===== src/rtl/mod_counter_if.sv =====
// mod_counter_if: control/status bundle for the modulus-N phase counter.
//
// Signals:
//   Clear      - synchronous clear to 0 (active-high)
//   Load       - synchronous parallel load (active-high)
//   Load_value - value taken on Load, clamped to MODULUS-1 by the counter
//   Count      - count enable (active-high)
//   Up         - direction: 1 = increment, 0 = decrement
//   Q          - current count (registered)
//   Tc         - terminal count (combinational from Q, Up and Count)
//   Wrap       - one-cycle pulse after a wrap-around (registered)
//
// Modports:
//   master - phase controller side: drives the controls, observes the status
//   slave  - counter side: takes the controls, drives the status
interface mod_counter_if #(
  parameter int WIDTH = 4
);
  logic             Clear;
  logic             Load;
  logic [WIDTH-1:0] Load_value;
  logic             Count;
  logic             Up;
  logic [WIDTH-1:0] Q;
  logic             Tc;
  logic             Wrap;

  modport master (
    output Clear, Load, Load_value, Count, Up,
    input  Q, Tc, Wrap
  );

  modport slave (
    input  Clear, Load, Load_value, Count, Up,
    output Q, Tc, Wrap
  );
endinterface


===== src/rtl/mod_counter.sv =====
// mod_counter: parametrised modulus-N up/down counter for traffic-light
// phase timing. Counts in 0..MODULUS-1, either wrapping (SATURATE=0) or
// holding (SATURATE=1) at the range ends.
//
// Parameters:
//   WIDTH    - counter width in bits (1..16)
//   MODULUS  - count range 0..MODULUS-1 (2..2**WIDTH)
//   SATURATE - 0 = wrap at range ends, 1 = hold at range ends
//
// Ports:
//   Clk     - rising-edge clock
//   Reset_n - asynchronous active-low reset; clears Q and Wrap
//   bus     - mod_counter_if.slave (Clear, Load, Load_value, Count, Up in;
//             Q, Tc, Wrap out)
//
// Edge priority: Clear > Load > Count > hold.
module mod_counter #(
  parameter int WIDTH    = 4,
  parameter int MODULUS  = 10,
  parameter int SATURATE = 0
) (
  input  logic         Clk,
  input  logic         Reset_n,
  mod_counter_if.slave bus
);

  if ((WIDTH < 1) || (WIDTH > 16)) begin : g_bad_width
    $error("mod_counter: WIDTH must be in 1..16");
  end
  if ((MODULUS < 2) || (MODULUS > (2 ** WIDTH))) begin : g_bad_modulus
    $error("mod_counter: MODULUS must be in 2..2**WIDTH");
  end

  localparam logic [WIDTH-1:0] MAX_Q = WIDTH'(MODULUS - 1);
  localparam logic [WIDTH-1:0] MIN_Q = '0;
  localparam logic [WIDTH-1:0] ONE   = WIDTH'(1);

  // Out-of-range load values are pulled down to the top of the range so Q
  // can never leave 0..MODULUS-1.
  function automatic logic [WIDTH-1:0] clamp_load(input logic [WIDTH-1:0] v);
    return (v > MAX_Q) ? MAX_Q : v;
  endfunction

  // Increment at the range end either wraps to 0 or saturates at MAX_Q.
  function automatic logic [WIDTH-1:0] step_up(input logic [WIDTH-1:0] q);
    if (q == MAX_Q) begin
      return (SATURATE != 0) ? MAX_Q : MIN_Q;
    end
    return q + ONE;
  endfunction

  // Decrement at 0 either wraps to MAX_Q or saturates at 0.
  function automatic logic [WIDTH-1:0] step_down(input logic [WIDTH-1:0] q);
    if (q == MIN_Q) begin
      return (SATURATE != 0) ? MIN_Q : MAX_Q;
    end
    return q - ONE;
  endfunction

  logic [WIDTH-1:0] q_p0;
  logic             wrap_p0;
  logic [WIDTH-1:0] q_nxt;
  logic             wrap_nxt;
  logic             at_max;
  logic             at_min;

  assign at_max = (q_p0 == MAX_Q);
  assign at_min = (q_p0 == MIN_Q);

  always_comb begin
    q_nxt    = q_p0;
    wrap_nxt = 1'b0;
    if (bus.Clear) begin
      q_nxt = MIN_Q;
    end else if (bus.Load) begin
      q_nxt = clamp_load(bus.Load_value);
    end else if (bus.Count) begin
      if (bus.Up) begin
        q_nxt    = step_up(q_p0);
        wrap_nxt = at_max && (SATURATE == 0);
      end else begin
        q_nxt    = step_down(q_p0);
        wrap_nxt = at_min && (SATURATE == 0);
      end
    end
  end

  // ---- stage p0: count and wrap-event registers ----
  always_ff @(posedge Clk or negedge Reset_n) begin
    if (!Reset_n) begin
      q_p0    <= '0;
      wrap_p0 <= 1'b0;
    end else begin
      q_p0    <= q_nxt;
      wrap_p0 <= wrap_nxt;
    end
  end

  // Tc anticipates the edge that would wrap or saturate, so it must follow
  // Count/Up combinationally rather than being registered.
  assign bus.Q    = q_p0;
  assign bus.Wrap = wrap_p0;
  assign bus.Tc   = bus.Count & ((bus.Up & at_max) | (~bus.Up & at_min));

endmodule


===== src/flat_wrapper.sv =====
// flat-port wrapper written by rule: the top's interface ports become plain ports
module mod_counter_flat 
#(
  parameter int WIDTH    = 4,
  parameter int MODULUS  = 10,
  parameter int SATURATE = 0
)
  (Clk, Reset_n, bus_Clear, bus_Load, bus_Load_value, bus_Count, bus_Up, bus_Q, bus_Tc, bus_Wrap);
  mod_counter_if #(.WIDTH(WIDTH)) bus_i ();
  input  logic Clk;
  input  logic Reset_n;
  input wire logic [$bits(bus_i.Clear)-1:0] bus_Clear;
  input wire logic [$bits(bus_i.Load)-1:0] bus_Load;
  input wire logic [$bits(bus_i.Load_value)-1:0] bus_Load_value;
  input wire logic [$bits(bus_i.Count)-1:0] bus_Count;
  input wire logic [$bits(bus_i.Up)-1:0] bus_Up;
  output wire logic [$bits(bus_i.Q)-1:0] bus_Q;
  output wire logic [$bits(bus_i.Tc)-1:0] bus_Tc;
  output wire logic [$bits(bus_i.Wrap)-1:0] bus_Wrap;
  assign bus_i.Clear = bus_Clear;
  assign bus_i.Load = bus_Load;
  assign bus_i.Load_value = bus_Load_value;
  assign bus_i.Count = bus_Count;
  assign bus_i.Up = bus_Up;
  assign bus_Q = bus_i.Q;
  assign bus_Tc = bus_i.Tc;
  assign bus_Wrap = bus_i.Wrap;
  mod_counter #(.WIDTH(WIDTH), .MODULUS(MODULUS), .SATURATE(SATURATE)) u_core (.Clk(Clk), .Reset_n(Reset_n), .bus(bus_i));
endmodule

===== config.mk =====
export PLATFORM = sky130hd
export DESIGN_NAME = mod_counter_flat
export DESIGN_NICKNAME = d
export VERILOG_FILES = /design/src/rtl/mod_counter_if.sv /design/src/rtl/mod_counter.sv /design/src/flat_wrapper.sv
export SDC_FILE = /design/constraint.sdc
export NUM_CORES = 1
export LEC_CHECK = 0
export BUFFER_PORTS_ARGS = -buffer_cell sky130_fd_sc_hd__buf_2
export CELL_PAD_IN_SITES_DETAIL_PLACEMENT = 0
export CELL_PAD_IN_SITES_GLOBAL_PLACEMENT = 2
export CORE_UTILIZATION = 28
export CTS_CLUSTER_DIAMETER = 40
export DETAILED_ROUTE_END_ITERATION = 10
export GPL_ROUTABILITY_DRIVEN = 0
export GPL_TIMING_DRIVEN = 0
export MAX_ROUTING_LAYER = met4
export PLACE_DENSITY_LB_ADDON = 0.1
export SLEW_MARGIN = 20
export SYNTH_ARGS = -nofsm -noshare
export SYNTH_HDL_FRONTEND = slang
export SYNTH_SLANG_ARGS = --single-unit

===== constraint.sdc =====
create_clock -name Clk -period 5.4 [get_ports Clk]
set_input_delay 1.08 -clock Clk [delete_from_list [all_inputs] [get_ports Clk]]
set_output_delay 1.08 -clock Clk [all_outputs]
set_load 0.03 [all_outputs]

# == Word level (Yosys, flattened, before mapping) ==
# Index checks and enable logic that the tools add are counted.
# word_totals
regBits,5
elab_cells,36
output_inout_bits,6
# classes
bitwise_logic,5
muxes,23
n_lt_le_gt_ge,1
add_sub_neg,2
n_eq_ne,1
reduce_logical,2
# ops
operator,count
two-way mux 4 bit,9
two-way mux 1 bit,14
adder 4 x 1 -> 4 bit (second input constant),1
== test 4 bit (second input constant),1
> comparator 4 bit (second input constant),1
zero test 4 bit,1
subtractor 4 x 1 -> 4 bit (second input constant),1
bitwise AND 1 bit,3
nonzero test 3 bit,1
NOT 1 bit,1
OR 1 bit,1

# == Longest topological paths before layout ==
# depth
word_depth,11
ltp_mapped,6
depth_no_buf,6

# == Worst setup path before layout ==
# OpenSTA, ideal clock, no wires.
# synth_path
path_type,input port to output port
start,in bus_Up
end,out bus_Tc
path_stages,4
slack_ns,2.180
n_path_buf,1
arrival_ns,2.140
cell_sequence,buf_6 or3b_1 a21o_1 nor2_1
# synth_between
elab_chain_cells,4
# synth_lines
element,line,rtl
start: declaration,flat_wrapper.sv:16,input wire logic [$bits(bus_i.Up)-1:0] bus_Up;
NOT 1 bit,mod_counter.sv:103,assign bus.Tc = bus.Count & ((bus.Up & at_max) | (~bus.Up & at_min));
bitwise AND 1 bit,mod_counter.sv:103,
OR 1 bit *,mod_counter.sv:103,
bitwise AND 1 bit *,mod_counter.sv:103,
end: declaration,flat_wrapper.sv:18,output wire logic [$bits(bus_i.Tc)-1:0] bus_Tc;
# Every way passes the cells marked *; elsewhere a longest branch is shown, timed or not.

# == Final worst setup path ==
# Ends and elaborated chain as after synthesis.

==> results.sh <==
export IMPL_root_buffer="clkbuf_4"
export IMPL_power_switching_uw=42.7
export IMPL_ctsHoldBuffers=0
export IMPL_grt_busiest_layer="met2"
export IMPL_wire_per_inst_um=12.7
export IMPL_clockBufferDepth=2
export IMPL_place_ws_ns=2.27
export IMPL_hold_path_class="input port to asynchronous set/reset pin"
export IMPL_finalInstanceArea_um2=584
export IMPL_die_w_um=43.1
export IMPL_synth_cell_type_count=29
export IMPL_cp_required_ns=4.32
export IMPL_drc=0
export IMPL_cts_sinks=5
export IMPL_yosysSeqAreaShare=0.265
export IMPL_via_per_inst=5.45
export IMPL_synth_async_reset_ratio=1.00
export IMPL_use_met3=0.0426
export IMPL_setup_viol=0
export IMPL_max_freq_mhz=319
export IMPL_yosysWarnings=0
export IMPL_finalWirelength_mm=1.12
export IMPL_rsz0062_at_grt="no"
export IMPL_worstSetupPathType="input port to output port"
export IMPL_layout_nets=87
export IMPL_worst_hold_slack_ns=0.644
export IMPL_p_seq_frac=0.356
export IMPL_cp_end_kind="output port"
export IMPL_powerDensity_nw_per_um2=217
export IMPL_placedCellCount=84
export IMPL_start_util=0.307
export IMPL_p_clk_frac=0.329
export IMPL_cts_resized=0
export IMPL_use_met1=0.191
export IMPL_worstPathMaxFanout=9
export IMPL_cap_violations=0
export IMPL_dpl_cell_area_um2=558
export IMPL_die_area_um2=1860
export IMPL_final_util=0.379
export IMPL_gr_total_overflow=0
export IMPL_cp_arrival_ns=2.05
export IMPL_drt_iter0_markers=7
export IMPL_ys_seq_elements=5
export IMPL_swShare=0.336
export IMPL_clk_pin_slew_ns=0.04
export IMPL_postRouteAntennaNets=0
export IMPL_core_um2=1540
export IMPL_ir_worst_vdd_mv=0.0645
export IMPL_cts_htree_levels=1
export IMPL_area_delta_synth_final_pct=23.5
export IMPL_pin_count=16
export IMPL_p_int_uw=84.3
export IMPL_maxSlewHeadroom=0.810
export IMPL_antenna_diode_count=0
export IMPL_port_buffers=13
export IMPL_antenna_found_initial=0
export IMPL_synth_nets=69
export IMPL_hpwl_um=900
export IMPL_setup_ws_ns=2.27
export IMPL_power_uw=127
export IMPL_synth_top_flop_cell="dfrtp_1"
export IMPL_clk_insertion_delay_late_ns=0.24
export IMPL_crit_path_start_kind="input port"
export IMPL_cts_tree="yes"
export IMPL_vias=480
export IMPL_synth_cells=55
export IMPL_dr_pass1_iters=4
export IMPL_grt_use_total=0.138
export IMPL_tns_ns=0
export IMPL_avgSynthCellArea_um2=8.60
export IMPL_run_status="finished clean"
export IMPL_fin_cells=88
export IMPL_finalCriticalPeriod_ns=3.13
export IMPL_rows=14
export IMPL_synth_area_um2=473
export IMPL_p_leak_nw=0.288
export IMPL_fillers=180
export IMPL_drive_gt1_frac=0.292
export IMPL_postCtsSetupBuffers=0
export IMPL_grt_pass1_wl_mm=1.90
export IMPL_synth_edf_count=0
export IMPL_grt_max_degree=10
export IMPL_grt_pass1_vias=432
export IMPL_slew_viol_final=0
export IMPL_fin_crit_sh=0.580
export IMPL_hold_viol=0
export IMPL_worst_slew_pin_slew_ns=0.285
export IMPL_gr_usage_met2=0.194
export IMPL_power_frac_comb=0.315
export IMPL_die_h_um=43.1
export IMPL_fin_skew_ns=0.00357
export IMPL_cts_buffers=3
-- final timing paths --
kind / slack, ns / depth (start not counted) / end / startpoint
max: 2.27 / 5 / bus_Tc / bus_Up
min: 0.64 / 1 / u_core.bus.Q[1] / Reset_n
max reg2reg: 3.46 / 6 / u_core.bus.Q[2] / u_core.bus.Q[0]
min reg2reg: 0.74 / 2 / u_core.bus.Q[2] / u_core.bus.Q[2]
max in group asynchronous: 4.63 / 1 / u_core.bus.Q[0] / Reset_n
min in group Clk: 0.74 / 2 / u_core.bus.Q[2] / u_core.bus.Q[2]
-- state kept, by name (all words and copies together), names as in the netlist --
| register | flops |
|---|---|
| u_core.bus.Wrap | 1 |
| u_core.bus.Q | 4 |
-- worst max-delay path, cell delays in order --
cell and delay, ns:
buf_6 0.11, or3b_1 0.34, a21o_1 0.23, nor2_1 0.09, buf_2 0.20
-- kinds of logic after synthesis --
logic type	synth area share
simple gates	0.233
flops	0.265
buf+inv	0.0794
mux	0.0450
compound gates	0.272
fa+ha+maj	0.106
-- placed cells by master (no fill, tap or decap) --
master and instances:
nand2b_1 2, clkbuf_1 1, clkbuf_4 3, and3_2 1
nor3_1 1, nand3_1 1, inv_1 4, or2b_1 1
mux2i_1 1, a21o_1 1, inv_2 1, o21ai_0 3
mux2_1 1, buf_6 1, or3b_1 3, nand2_1 5
ha_1 4, a211oi_1 1, o22ai_1 1, o2111ai_1 1
buf_2 13, buf_4 1, a31oi_1 2, nor2_1 3
and3b_1 1, or4_1 1, a221oi_2 1, a311oi_1 2
dfrtp_1 5, a21oi_1 3, a221oi_1 1, o31ai_1 2
-- synth_stat cells (all sizes together) (2+ instances only) --
cell type / number / share of area
dfrtp: 5 / 0.26
inv: 5 / 0.040
nand2: 5 / 0.040
ha: 4 / 0.11
a21oi: 3 / 0.032
nor2: 3 / 0.024
o21ai: 3 / 0.032
or3b: 3 / 0.056
a221oi: 2 / 0.050
a311oi: 2 / 0.037
a31oi: 2 / 0.026
buf: 2 / 0.040
nand2b: 2 / 0.026
o31ai: 2 / 0.032
-- cell type report --
class                           instances  area [um^2]  area share
Clock buffer                            4         26.3      0.0450
Buffer                                  2         18.8      0.0321
Inverter                                5         18.8      0.0321
Multi-Input combinational cell         43          310       0.531
Timing Repair Buffer                   13         65.1       0.111
Sequential cell                         5          125       0.214
Tap cell                               16         20.0      0.0343
-- per-layer routing --
metal	wire, um	vias up	part of all wire
met5	0	-	0
met1	563	222	0.50
li1	-	242	-
met3	58	0	0.052
met2	499	16	0.45
met4	0	0	0
-- power by group through the flow --
stage | registers [mW] | clock network, mW | logic, mW
6_report | 0.0452 | 0.0418 | 0.0400
5_1_grt | 0.0458 | 0.0464 | 0.0445
4_1_cts | 0.0454 | 0.0430 | 0.0404
3_5_place_dp | 0.0459 | 0 | 0.0402
3_3_place_gp | 0.0460 | 0 | 0.0408
2_1_floorplan | 0.0495 | 0 | 0.0231
No activity file was read; power rests on OpenSTA's default activity.
